**src/rtl/zrle_decoder_if.sv**
```systemverilog
// ----------------------------------------------------------------------------
// zrle_decoder_if
// Handshake bundle for the ZNZ zero-run-length decoder.
//   Input stream  : znz_data, znz_last, znz_vld -> decoder, znz_rdy <- decoder
//   Output stream : is_one, last, vld <- decoder, rdy -> decoder
// Modports:
//   master : the side that feeds packed words and consumes decoded flags
//   slave  : the decoder itself
// ----------------------------------------------------------------------------
interface zrle_decoder_if #(
    parameter int DATA_W = 8
);
    logic [DATA_W-1:0] znz_data;
    logic              znz_last;
    logic              znz_vld;
    logic              znz_rdy;
    logic              is_one;
    logic              last;
    logic              vld;
    logic              rdy;

    modport master (
        output znz_data, znz_last, znz_vld, rdy,
        input  znz_rdy, is_one, last, vld
    );

    modport slave (
        input  znz_data, znz_last, znz_vld, rdy,
        output znz_rdy, is_one, last, vld
    );
endinterface

```
**src/rtl/zrle_decoder.sv**
```systemverilog
// ----------------------------------------------------------------------------
// zrle_decoder
// Receive side of the EBPC zero/nonzero stream. Unpacks DATA_W-bit words
// MSB-first and expands the symbols into one is_one flag per element:
//   '1'                          -> one nonzero element
//   '0' + (L-1) on ZRLE_CNT_W    -> run of L zero elements
// Symbols may straddle words. Pad bits in the final word are ignored; the
// element count comes from num_elem_i.
//
// Ports:
//   clk_i       clock
//   rst_i       synchronous reset, active-high
//   num_elem_i  element count, sampled on the first word accepted in IDLE
//   bus         zrle_decoder_if.slave
//                 znz_data/znz_last/znz_vld in, znz_rdy out (packed words)
//                 is_one/last/vld out, rdy in          (decoded flags)
//   idle_o      decoder in IDLE with no flag pending on the output
//   err_o       sticky error (only when ZRLE_DEC_ERR_EN is defined):
//               stream exhausted early, or a run overran the element count
//
// Build option: define ZRLE_DEC_ERR_EN to add err_o and its error logic.
// ----------------------------------------------------------------------------
module zrle_decoder #(
    parameter int DATA_W     = 8,
    parameter int ZRLE_CNT_W = 4,
    parameter int CNT_W      = 24
) (
    input  logic              clk_i,
    input  logic              rst_i,
    input  logic [CNT_W-1:0]  num_elem_i,
    zrle_decoder_if.slave     bus,
    output logic              idle_o
`ifdef ZRLE_DEC_ERR_EN
    ,
    output logic              err_o
`endif
);

    localparam int PTR_W  = $clog2(DATA_W + 1);
    localparam int FCNT_W = $clog2(ZRLE_CNT_W + 1);
    localparam int RUN_W  = ZRLE_CNT_W + 1;

    typedef enum logic [2:0] {
        ST_IDLE,
        ST_HEAD,
        ST_RLEN,
        ST_ZEROS,
        ST_DRAIN
    } state_t;

    state_t              state_q, state_d;

    // Word buffer: bits are consumed from the MSB, ptr_q counts bits left.
    logic [DATA_W-1:0]   buf_q;
    logic [PTR_W-1:0]    ptr_q;
    logic                buf_last_q;

    logic [CNT_W-1:0]    num_q;
    logic [CNT_W-1:0]    elem_cnt_q;

    logic [ZRLE_CNT_W-1:0] field_q, field_d;
    logic [FCNT_W-1:0]   fcnt_q, fcnt_d;
    logic [RUN_W-1:0]    run_q, run_d;

    logic                out_vld_q;
    logic                out_one_q;
    logic                out_last_q;

    logic                slot_free;
    logic                bit_avail;
    logic                cur_bit;
    logic                buf_done;
    logic                last_hit;
    logic                consume;
    logic                emit;
    logic                emit_one;
    logic                flush;
    logic                znz_rdy;
    logic                accept;

    // Output register can take a new flag when empty or being drained now.
    assign slot_free = !out_vld_q || bus.rdy;
    assign bit_avail = (ptr_q != '0);
    assign cur_bit   = buf_q[DATA_W-1];
    // Final word of the stream fully consumed: nothing more will arrive.
    assign buf_done  = buf_last_q && !bit_avail;
    assign last_hit  = (elem_cnt_q + CNT_W'(1)) == num_q;

    // ------------------------------------------------------------------
    // Next-state / datapath control
    // ------------------------------------------------------------------
    always_comb begin
        // NOTE: every always_comb output gets a default first so no path
        // leaves it unassigned, which would otherwise infer a latch.
        state_d  = state_q;
        consume  = 1'b0;
        emit     = 1'b0;
        emit_one = 1'b0;
        flush    = 1'b0;
        field_d  = field_q;
        fcnt_d   = fcnt_q;
        run_d    = run_q;

        unique case (state_q)
            ST_IDLE: begin
                if (bus.znz_vld) begin
                    state_d = (num_elem_i == '0) ? ST_DRAIN : ST_HEAD;
                end
            end

            ST_HEAD: begin
                if (buf_done) begin
                    state_d = ST_IDLE;               // exhausted between symbols
                end else if (bit_avail) begin
                    if (cur_bit) begin
                        if (slot_free) begin
                            consume  = 1'b1;
                            emit     = 1'b1;
                            emit_one = 1'b1;
                        end
                    end else begin
                        consume = 1'b1;
                        field_d = '0;
                        fcnt_d  = '0;
                        state_d = ST_RLEN;
                    end
                end
            end

            ST_RLEN: begin
                if (buf_done) begin
                    state_d = ST_IDLE;               // partial run header dropped
                end else if (bit_avail) begin
                    consume = 1'b1;
                    field_d = ZRLE_CNT_W'({field_q, cur_bit});
                    fcnt_d  = fcnt_q + FCNT_W'(1);
                    if (fcnt_q == FCNT_W'(ZRLE_CNT_W - 1)) begin
                        run_d   = RUN_W'(field_d) + RUN_W'(1);
                        state_d = ST_ZEROS;
                    end
                end
            end

            ST_ZEROS: begin
                if (slot_free) begin
                    emit  = 1'b1;
                    run_d = run_q - RUN_W'(1);
                    if (run_q == RUN_W'(1)) begin
                        state_d = ST_HEAD;
                    end
                end
            end

            ST_DRAIN: begin
                flush = 1'b1;
                if (buf_last_q || (bus.znz_vld && bus.znz_last)) begin
                    state_d = ST_IDLE;
                end
            end

            default: state_d = ST_IDLE;
        endcase

        // Element num_q reached: stop decoding. Skip DRAIN when the final
        // word has already been emptied by this very cycle.
        if (emit && last_hit) begin
            state_d = (buf_last_q && (ptr_q == PTR_W'(consume))) ? ST_IDLE : ST_DRAIN;
        end
    end

    // Refill without a bubble when the last buffered bit goes this cycle;
    // never pull a word past the final one of the current stream.
    always_comb begin
        znz_rdy = 1'b0;
        unique case (state_q)
            ST_IDLE:  znz_rdy = 1'b1;
            ST_DRAIN: znz_rdy = !buf_last_q;
            default:  znz_rdy = !buf_last_q &&
                                (!bit_avail || ((ptr_q == PTR_W'(1)) && consume));
        endcase
    end

    assign accept = bus.znz_vld && znz_rdy;

    // ------------------------------------------------------------------
    // State registers
    // ------------------------------------------------------------------
    // NOTE: reset is synchronous: it is only sampled on the clock edge, so
    // it sits inside the clocked block rather than in the sensitivity list.
    always_ff @(posedge clk_i) begin
        if (rst_i) begin
            state_q    <= ST_IDLE;
            buf_q      <= '0;
            ptr_q      <= '0;
            buf_last_q <= 1'b0;
            num_q      <= '0;
            elem_cnt_q <= '0;
            field_q    <= '0;
            fcnt_q     <= '0;
            run_q      <= '0;
            out_vld_q  <= 1'b0;
            out_one_q  <= 1'b0;
            out_last_q <= 1'b0;
        end else begin
            // NOTE: sequential state uses non-blocking assignments so every
            // register samples pre-edge values regardless of statement order.
            state_q <= state_d;
            field_q <= field_d;
            fcnt_q  <= fcnt_d;
            run_q   <= run_d;

            if (accept) begin
                buf_q      <= bus.znz_data;
                ptr_q      <= PTR_W'(DATA_W);
                buf_last_q <= bus.znz_last;
            end else if (flush) begin
                ptr_q      <= '0;
            end else if (consume) begin
                buf_q      <= buf_q << 1;
                ptr_q      <= ptr_q - PTR_W'(1);
            end

            if (state_q == ST_IDLE && accept) begin
                num_q      <= num_elem_i;
                elem_cnt_q <= '0;
            end else if (emit) begin
                elem_cnt_q <= elem_cnt_q + CNT_W'(1);
            end

            if (slot_free) begin
                out_vld_q  <= emit;
                out_one_q  <= emit && emit_one;
                out_last_q <= emit && last_hit;
            end
        end
    end

`ifdef ZRLE_DEC_ERR_EN
    logic err_q;
    logic exhaust;
    logic trunc;

    assign exhaust = ((state_q == ST_HEAD) || (state_q == ST_RLEN)) && buf_done;
    assign trunc   = emit && last_hit && (state_q == ST_ZEROS) && (run_q != RUN_W'(1));

    always_ff @(posedge clk_i) begin
        if (rst_i) begin
            err_q <= 1'b0;
        end else if (state_q == ST_IDLE && accept) begin
            err_q <= 1'b0;
        end else if (exhaust || trunc) begin
            err_q <= 1'b1;
        end
    end

    assign err_o = err_q;
`endif

    assign bus.znz_rdy = znz_rdy;
    assign bus.vld     = out_vld_q;
    assign bus.is_one  = out_one_q;
    assign bus.last    = out_last_q;
    assign idle_o      = (state_q == ST_IDLE) && !out_vld_q;

endmodule
```
**src/flat_wrapper.sv**
```systemverilog
// flat-port wrapper written by rule: the top's interface ports become plain ports
module zrle_decoder_flat 
#(
    parameter int DATA_W     = 8,
    parameter int ZRLE_CNT_W = 4,
    parameter int CNT_W      = 24
)
  (clk_i, rst_i, num_elem_i, idle_o, bus_znz_data, bus_znz_last, bus_znz_vld, bus_rdy, bus_znz_rdy, bus_is_one, bus_last, bus_vld);
  zrle_decoder_if #(.DATA_W(DATA_W)) bus_i ();
  input  logic clk_i;
  input  logic rst_i;
  input  logic [CNT_W-1:0] num_elem_i;
  output logic idle_o;
  input wire logic [$bits(bus_i.znz_data)-1:0] bus_znz_data;
  input wire logic [$bits(bus_i.znz_last)-1:0] bus_znz_last;
  input wire logic [$bits(bus_i.znz_vld)-1:0] bus_znz_vld;
  input wire logic [$bits(bus_i.rdy)-1:0] bus_rdy;
  output wire logic [$bits(bus_i.znz_rdy)-1:0] bus_znz_rdy;
  output wire logic [$bits(bus_i.is_one)-1:0] bus_is_one;
  output wire logic [$bits(bus_i.last)-1:0] bus_last;
  output wire logic [$bits(bus_i.vld)-1:0] bus_vld;
  assign bus_i.znz_data = bus_znz_data;
  assign bus_i.znz_last = bus_znz_last;
  assign bus_i.znz_vld = bus_znz_vld;
  assign bus_i.rdy = bus_rdy;
  assign bus_znz_rdy = bus_i.znz_rdy;
  assign bus_is_one = bus_i.is_one;
  assign bus_last = bus_i.last;
  assign bus_vld = bus_i.vld;
  zrle_decoder #(.DATA_W(DATA_W), .ZRLE_CNT_W(ZRLE_CNT_W), .CNT_W(CNT_W)) u_core (.clk_i(clk_i), .rst_i(rst_i), .num_elem_i(num_elem_i), .bus(bus_i), .idle_o(idle_o));
endmodule
```
**config.mk**
```make
export PLATFORM = sky130hd
export DESIGN_NAME = zrle_decoder_flat
export DESIGN_NICKNAME = d
export VERILOG_FILES = /design/src/rtl/zrle_decoder_if.sv /design/src/rtl/zrle_decoder.sv /design/src/flat_wrapper.sv
export SDC_FILE = /design/constraint.sdc
export NUM_CORES = 1
export LEC_CHECK = 0
export CORE_AREA = 2 2 96 98
export DETAILED_ROUTE_END_ITERATION = 10
export DIE_AREA = 0 0 98 100
export GPL_ROUTABILITY_DRIVEN = 0
export PLACE_DENSITY = 0.79
export SLEW_MARGIN = 30
export SYNTH_ARGS = -nofsm -noshare
export SYNTH_HDL_FRONTEND = slang
export SYNTH_SLANG_ARGS = --single-unit
```
**constraint.sdc**
```tcl
create_clock -name clk_i -period 2.15 [get_ports clk_i]
set_clock_uncertainty 0.05 [all_clocks]
set_input_delay 0.5375 -clock clk_i [delete_from_list [all_inputs] [get_ports clk_i]]
set_output_delay 0.5375 -clock clk_i [all_outputs]
set_load 0.05 [all_outputs]
```
==> metrics.md, run 1 <==
| Metric | Value |
|---|---|
| Leakage | 2.45 nW |
| Half-perimeter wire length after detailed placement | 9290 µm |
| Synthesized-area fraction occupied by ao, oa, aoi and oai cells | 18.4% |
| Relative area change from synthesis to final layout | 39.2% |
| Later-pin clock latency in the skew report | 0.36 ns |
| Clk slew on worst S/H paths | 0.08 ns |
| Total clock buffers created by CTS | 9 |
| Gate Count Post-Synth | 560 |
| Final-report setup violation count | 7 |
| TNS Setup | -0.682 ns |
| Type of element launching the critical path | register |
| Final Power | 0.00483 W |
| Area share of fa/ha/maj cells after synthesis | 2.26% |
| EDFF count, synth | 0 |
| Largest net degree at the start of global routing | 34 |
| Number of diodes | 0 |
| Number of antenna violations at the first check in global routing | 0 |
| Asr flop ratio synth | 0% |
| Count of H-tree levels built during CTS | 3 |
| Synth unique cells | 63 |
| Number of pins with negative max-slew slack in the final report | 0 |
| Chip Height | 100 µm |
| Endpoint class of the critical path | register |
| Final setup margin | -0.145 ns |
| Maximum capacitance violations | 0 |
| Highest-count cells in the layout ignoring fill and taps | 92 x sky130_fd_sc_hd__buf_4, 87 x sky130_fd_sc_hd__nand2_1, 60 x sky130_fd_sc_hd__dfxtp_1, 58 x sky130_fd_sc_hd__nor2_1, 48 x sky130_fd_sc_hd__a21oi_1 |
| Standard-cell row count | 35 |
| Sinks on the clock net | 78 |
| Number of top-level pins | 42 |
| Hold-fix buffer count after cts | 0 |
| Psw | 0.00175 W |
| Die width | 98 µm |
| Share of layout cells above drive strength 1 | 27.6% |
| Pwr Density | 785 mW/mm² |
| Achievable frequency | 0.436 GHz |
| Synthesized cell area | 0.00442 mm² |
| Port Buffers | 41 |
| Number of DRC markers after the initial detailed-route iteration | 330 |
| Vias per cell | 5.90 |
| Fin crit period | 2.29 ns |
| Initial DRT Pass Iterations | 5 |
| Sequential cell area | 0.00159 mm² |
| Flop and latch count out of synthesis | 78 |
| Critical path start-end classification | reg2reg |
| Fraction of synthesized cell area in xor and xnor cells | 9.31% |
| Number of buffers on the longest clock path | 2 |
| Critical path arrival | 2.47 ns |
| Required time reported for the critical path endpoint | 2.33 ns |
| Remaining Overflow, GRT | 0 |
| Final std cells w/o fill | 796 |
| Tightest slew margin relative to the limit | 66.4% |
| Wire length of the first global-routing pass | 20900 µm |
| Detail-routed net length per standard cell | 16.4 µm |
| Sequential cell area fraction in the yosys report | 35.3% |
| Synthesized netlist net count | 605 |
| Slew at the pin closest to its max-slew limit | 0.502 ns |
| Aggregate global-route resource usage | 26.1% |
| Failing checks | negative setup slack |
| Clock share of power | 23.9% |
| Period Utilization, post-route | 107% |
| Internal power | 0.00309 W |
| Number of placed instances with taps included | 775 |
| Vias in the first global route | 4628 |
| Placeable core region | 0.00889 mm² |
| Crit Path Max Fanout | 5 |
| Post-route ant nets | 0 |
| Net Sw Frac | 36.1% |
| Proportion of power drawn by flip-flops and latches | 36.8% |
| Synthesis Warnings | 0 |
| Portion of netlist area occupied by mux cells | 2.52% |
| Run status | complete, but fails checks |
| Part of the power in combinational logic | 39.3% |
| Drt total wl | 13100 µm |
| Clock tree from TritonCTS | yes |
| Avg Inst Size Synth | 7.89 µm² |
| Hold/Removal Path Class | reg2reg |
| Number of DRC violations after detailed routing | 0 |
| Most frequent standard cell in the layout excluding fill and tap cells | sky130_fd_sc_hd__buf_4 |
| Main combinational cell family by area after synthesis | simple AND/OR/NAND/NOR gates |
| Full die area | 0.00980 mm² |
| Starting Density | 49.7% |
| Total number of nets in the final design | 726 |
| Fill count | 640 |
| Final hold slack | 0.415 ns |
| Hold Fails Final Rpt | 0 |
| Maximum VDD drop | 1210 µV |
| Setup repair after global routing missed its margin | yes |
| Footprint of the multi-input gates | 0.00293 mm² |
| Synth Area in Simple Gates | 27.8% |
| Library cell used as clock root buffer | sky130_fd_sc_hd__clkbuf_8 |
| Detailed-route via count | 4699 |
| Prevailing post-synth register cell | sky130_fd_sc_hd__dfxtp_1 |
| Placement Setup Slack | -0.417 ns |
-- power by group through the flow --
| stage | sequential, W | combinational [W] | clock [W] |
|---|---|---|---|
| after CTS | 0.00176 | 0.00179 | 0.00116 |
| after global routing | 0.00179 | 0.00206 | 0.00122 |
| final | 0.00178 | 0.00190 | 0.00116 |
| after floorplan | 0.00175 | 0.00104 | 0 |
| after detailed placement | 0.00178 | 0.00173 | 0 |
| after global placement | 0.00177 | 0.00167 | 0 |
-- cell type report --
type / instances / area share (%)
inverter: 13 / 0.793
clock inverter: 5 / 0.915
tap: 111 / 2.26
timing repair buffer: 142 / 20.2
multi-input combinational: 437 / 47.6
clock buffer: 10 / 2.42
sequential: 78 / 25.8
-- stage by stage --
stage	area, µm²	util [%]
3_3_place_gp	5600	63.0
6_report	6150	69.2
5_1_grt	6150	69.2
2_1_floorplan	4440	-
4_1_cts	5900	66.3
3_5_place_dp	5600	63.0
-- sequential cells by signal, indices dropped and copies added, names as in the netlist --
name / count
u_core.fcnt_q: 3
u_core.run_q: 5
u_core.bus.is_one: 1
u_core.buf_q: 8
u_core.elem_cnt_q: 24
u_core.buf_last_q: 1
u_core.field_q: 3
u_core.num_q: 24
u_core.bus.vld: 1
u_core.ptr_q: 4
u_core.state_q: 3
u_core.bus.last: 1
-- per-layer routing --
metal | global-route usage [%] | part of all wire [%] | vias up
met3 | 4.25 | 4.5 | 46
met4 | 11.5 | 3.1 | 0
met2 | 47.5 | 52 | 185
met5 | 0 | 0 | -
li1 | - | - | 2230
met1 | 30.2 | 41 | 2238
-- Yosys cell counts (2+ instances only) --
cell type / n / area share (%)
sky130_fd_sc_hd__mux2i_1: 10 / 2.3
sky130_fd_sc_hd__and4_1: 2 / 0.40
sky130_fd_sc_hd__buf_1: 2 / 0.17
sky130_fd_sc_hd__buf_4: 4 / 0.68
sky130_fd_sc_hd__a2111oi_4: 2 / 1.2
sky130_fd_sc_hd__nand4_1: 9 / 1.3
sky130_fd_sc_hd__o211ai_1: 2 / 0.34
sky130_fd_sc_hd__a21oi_1: 52 / 5.9
sky130_fd_sc_hd__and3_1: 8 / 1.1
sky130_fd_sc_hd__ha_1: 8 / 2.3
sky130_fd_sc_hd__xor2_1: 24 / 4.8
sky130_fd_sc_hd__or3_1: 4 / 0.57
sky130_fd_sc_hd__nand2_1: 88 / 7.5
sky130_fd_sc_hd__o21ai_1: 3 / 0.34
sky130_fd_sc_hd__nor2_1: 59 / 5.0
sky130_fd_sc_hd__nor3_2: 3 / 0.68
sky130_fd_sc_hd__a31o_1: 2 / 0.40
sky130_fd_sc_hd__a211oi_1: 13 / 2.2
sky130_fd_sc_hd__nand3b_1: 3 / 0.51
sky130_fd_sc_hd__nor4_1: 11 / 1.6
sky130_fd_sc_hd__nand2b_1: 6 / 0.85
sky130_fd_sc_hd__a31oi_1: 5 / 0.71
sky130_fd_sc_hd__nand4_2: 3 / 0.85
sky130_fd_sc_hd__o22ai_1: 2 / 0.28
sky130_fd_sc_hd__inv_1: 13 / 1.1
sky130_fd_sc_hd__a311o_1: 2 / 0.45
sky130_fd_sc_hd__a22oi_1: 7 / 1.2
sky130_fd_sc_hd__dfxtp_1: 78 / 35
sky130_fd_sc_hd__buf_2: 7 / 0.79
sky130_fd_sc_hd__xnor2_1: 23 / 4.6
sky130_fd_sc_hd__nor4b_1: 2 / 0.40
sky130_fd_sc_hd__nor3_1: 15 / 1.7
sky130_fd_sc_hd__clkbuf_1: 19 / 1.6
sky130_fd_sc_hd__and2_1: 3 / 0.42
sky130_fd_sc_hd__a221oi_1: 3 / 0.59
sky130_fd_sc_hd__nand3_1: 21 / 2.4
sky130_fd_sc_hd__o221ai_1: 2 / 0.40
sky130_fd_sc_hd__o21ai_0: 15 / 1.7
-- worst max-delay path, stage by stage, from the launching register on --
cell and delay (ns):
sky130_fd_sc_hd__dfxtp_2 0.36, sky130_fd_sc_hd__buf_4 0.15, sky130_fd_sc_hd__nand4_4 0.17, sky130_fd_sc_hd__nor4_4 0.33
sky130_fd_sc_hd__nand3_1 0.16, sky130_fd_sc_hd__buf_4 0.18, sky130_fd_sc_hd__xnor2_1 0.11, sky130_fd_sc_hd__a211oi_1 0.30
sky130_fd_sc_hd__o211a_1 0.26, sky130_fd_sc_hd__a211oi_1 0.09
-- kinds of logic (layout without fill, tap and decap cells) --
family                   Yosys count  in the layout
XOR/XNOR                          47             47
multiplexers                      11             11
AO/OA/AOI/OAI                    123            123
buffers and inverters             45            170
AND/OR/NAND/NOR                  248            248
flip-flops                        78             78
adder cells (fa/ha/maj)            8              8
-- final timing paths --
path | start | endpoint | slack (ns) | cells past startpoint
max reg2reg | u_core.elem_cnt_q[1]$_SDFFE_PP0P_ | u_core.state_q[0]$_SDFFE_PP0P_ | -0.14 | 9
min reg2reg | u_core.bus.is_one$_SDFFE_PP0N_ | u_core.bus.is_one$_SDFFE_PP0N_ | 0.41 | 2
max | u_core.elem_cnt_q[1]$_SDFFE_PP0P_ | u_core.state_q[0]$_SDFFE_PP0P_ | -0.14 | 9
min | u_core.bus.is_one$_SDFFE_PP0N_ | u_core.bus.is_one$_SDFFE_PP0N_ | 0.41 | 2
-- repair_timing --
item	CTS	global route
gates cloned	0	0
endpoints found under the setup margin	18	20
resized for setup	21	50
setup buffers	2	4
pin swaps	7	23
endpoints found under the hold margin	0	0
(Power assumes the default switching activity.)
==> inputs of run 2 (changes only) <==
- ABC_CLOCK_PERIOD_IN_PS: not set -> 2150
==> results of run 2 <==
Same layout as run 1: the final DEF is identical, and so are final timing and power.
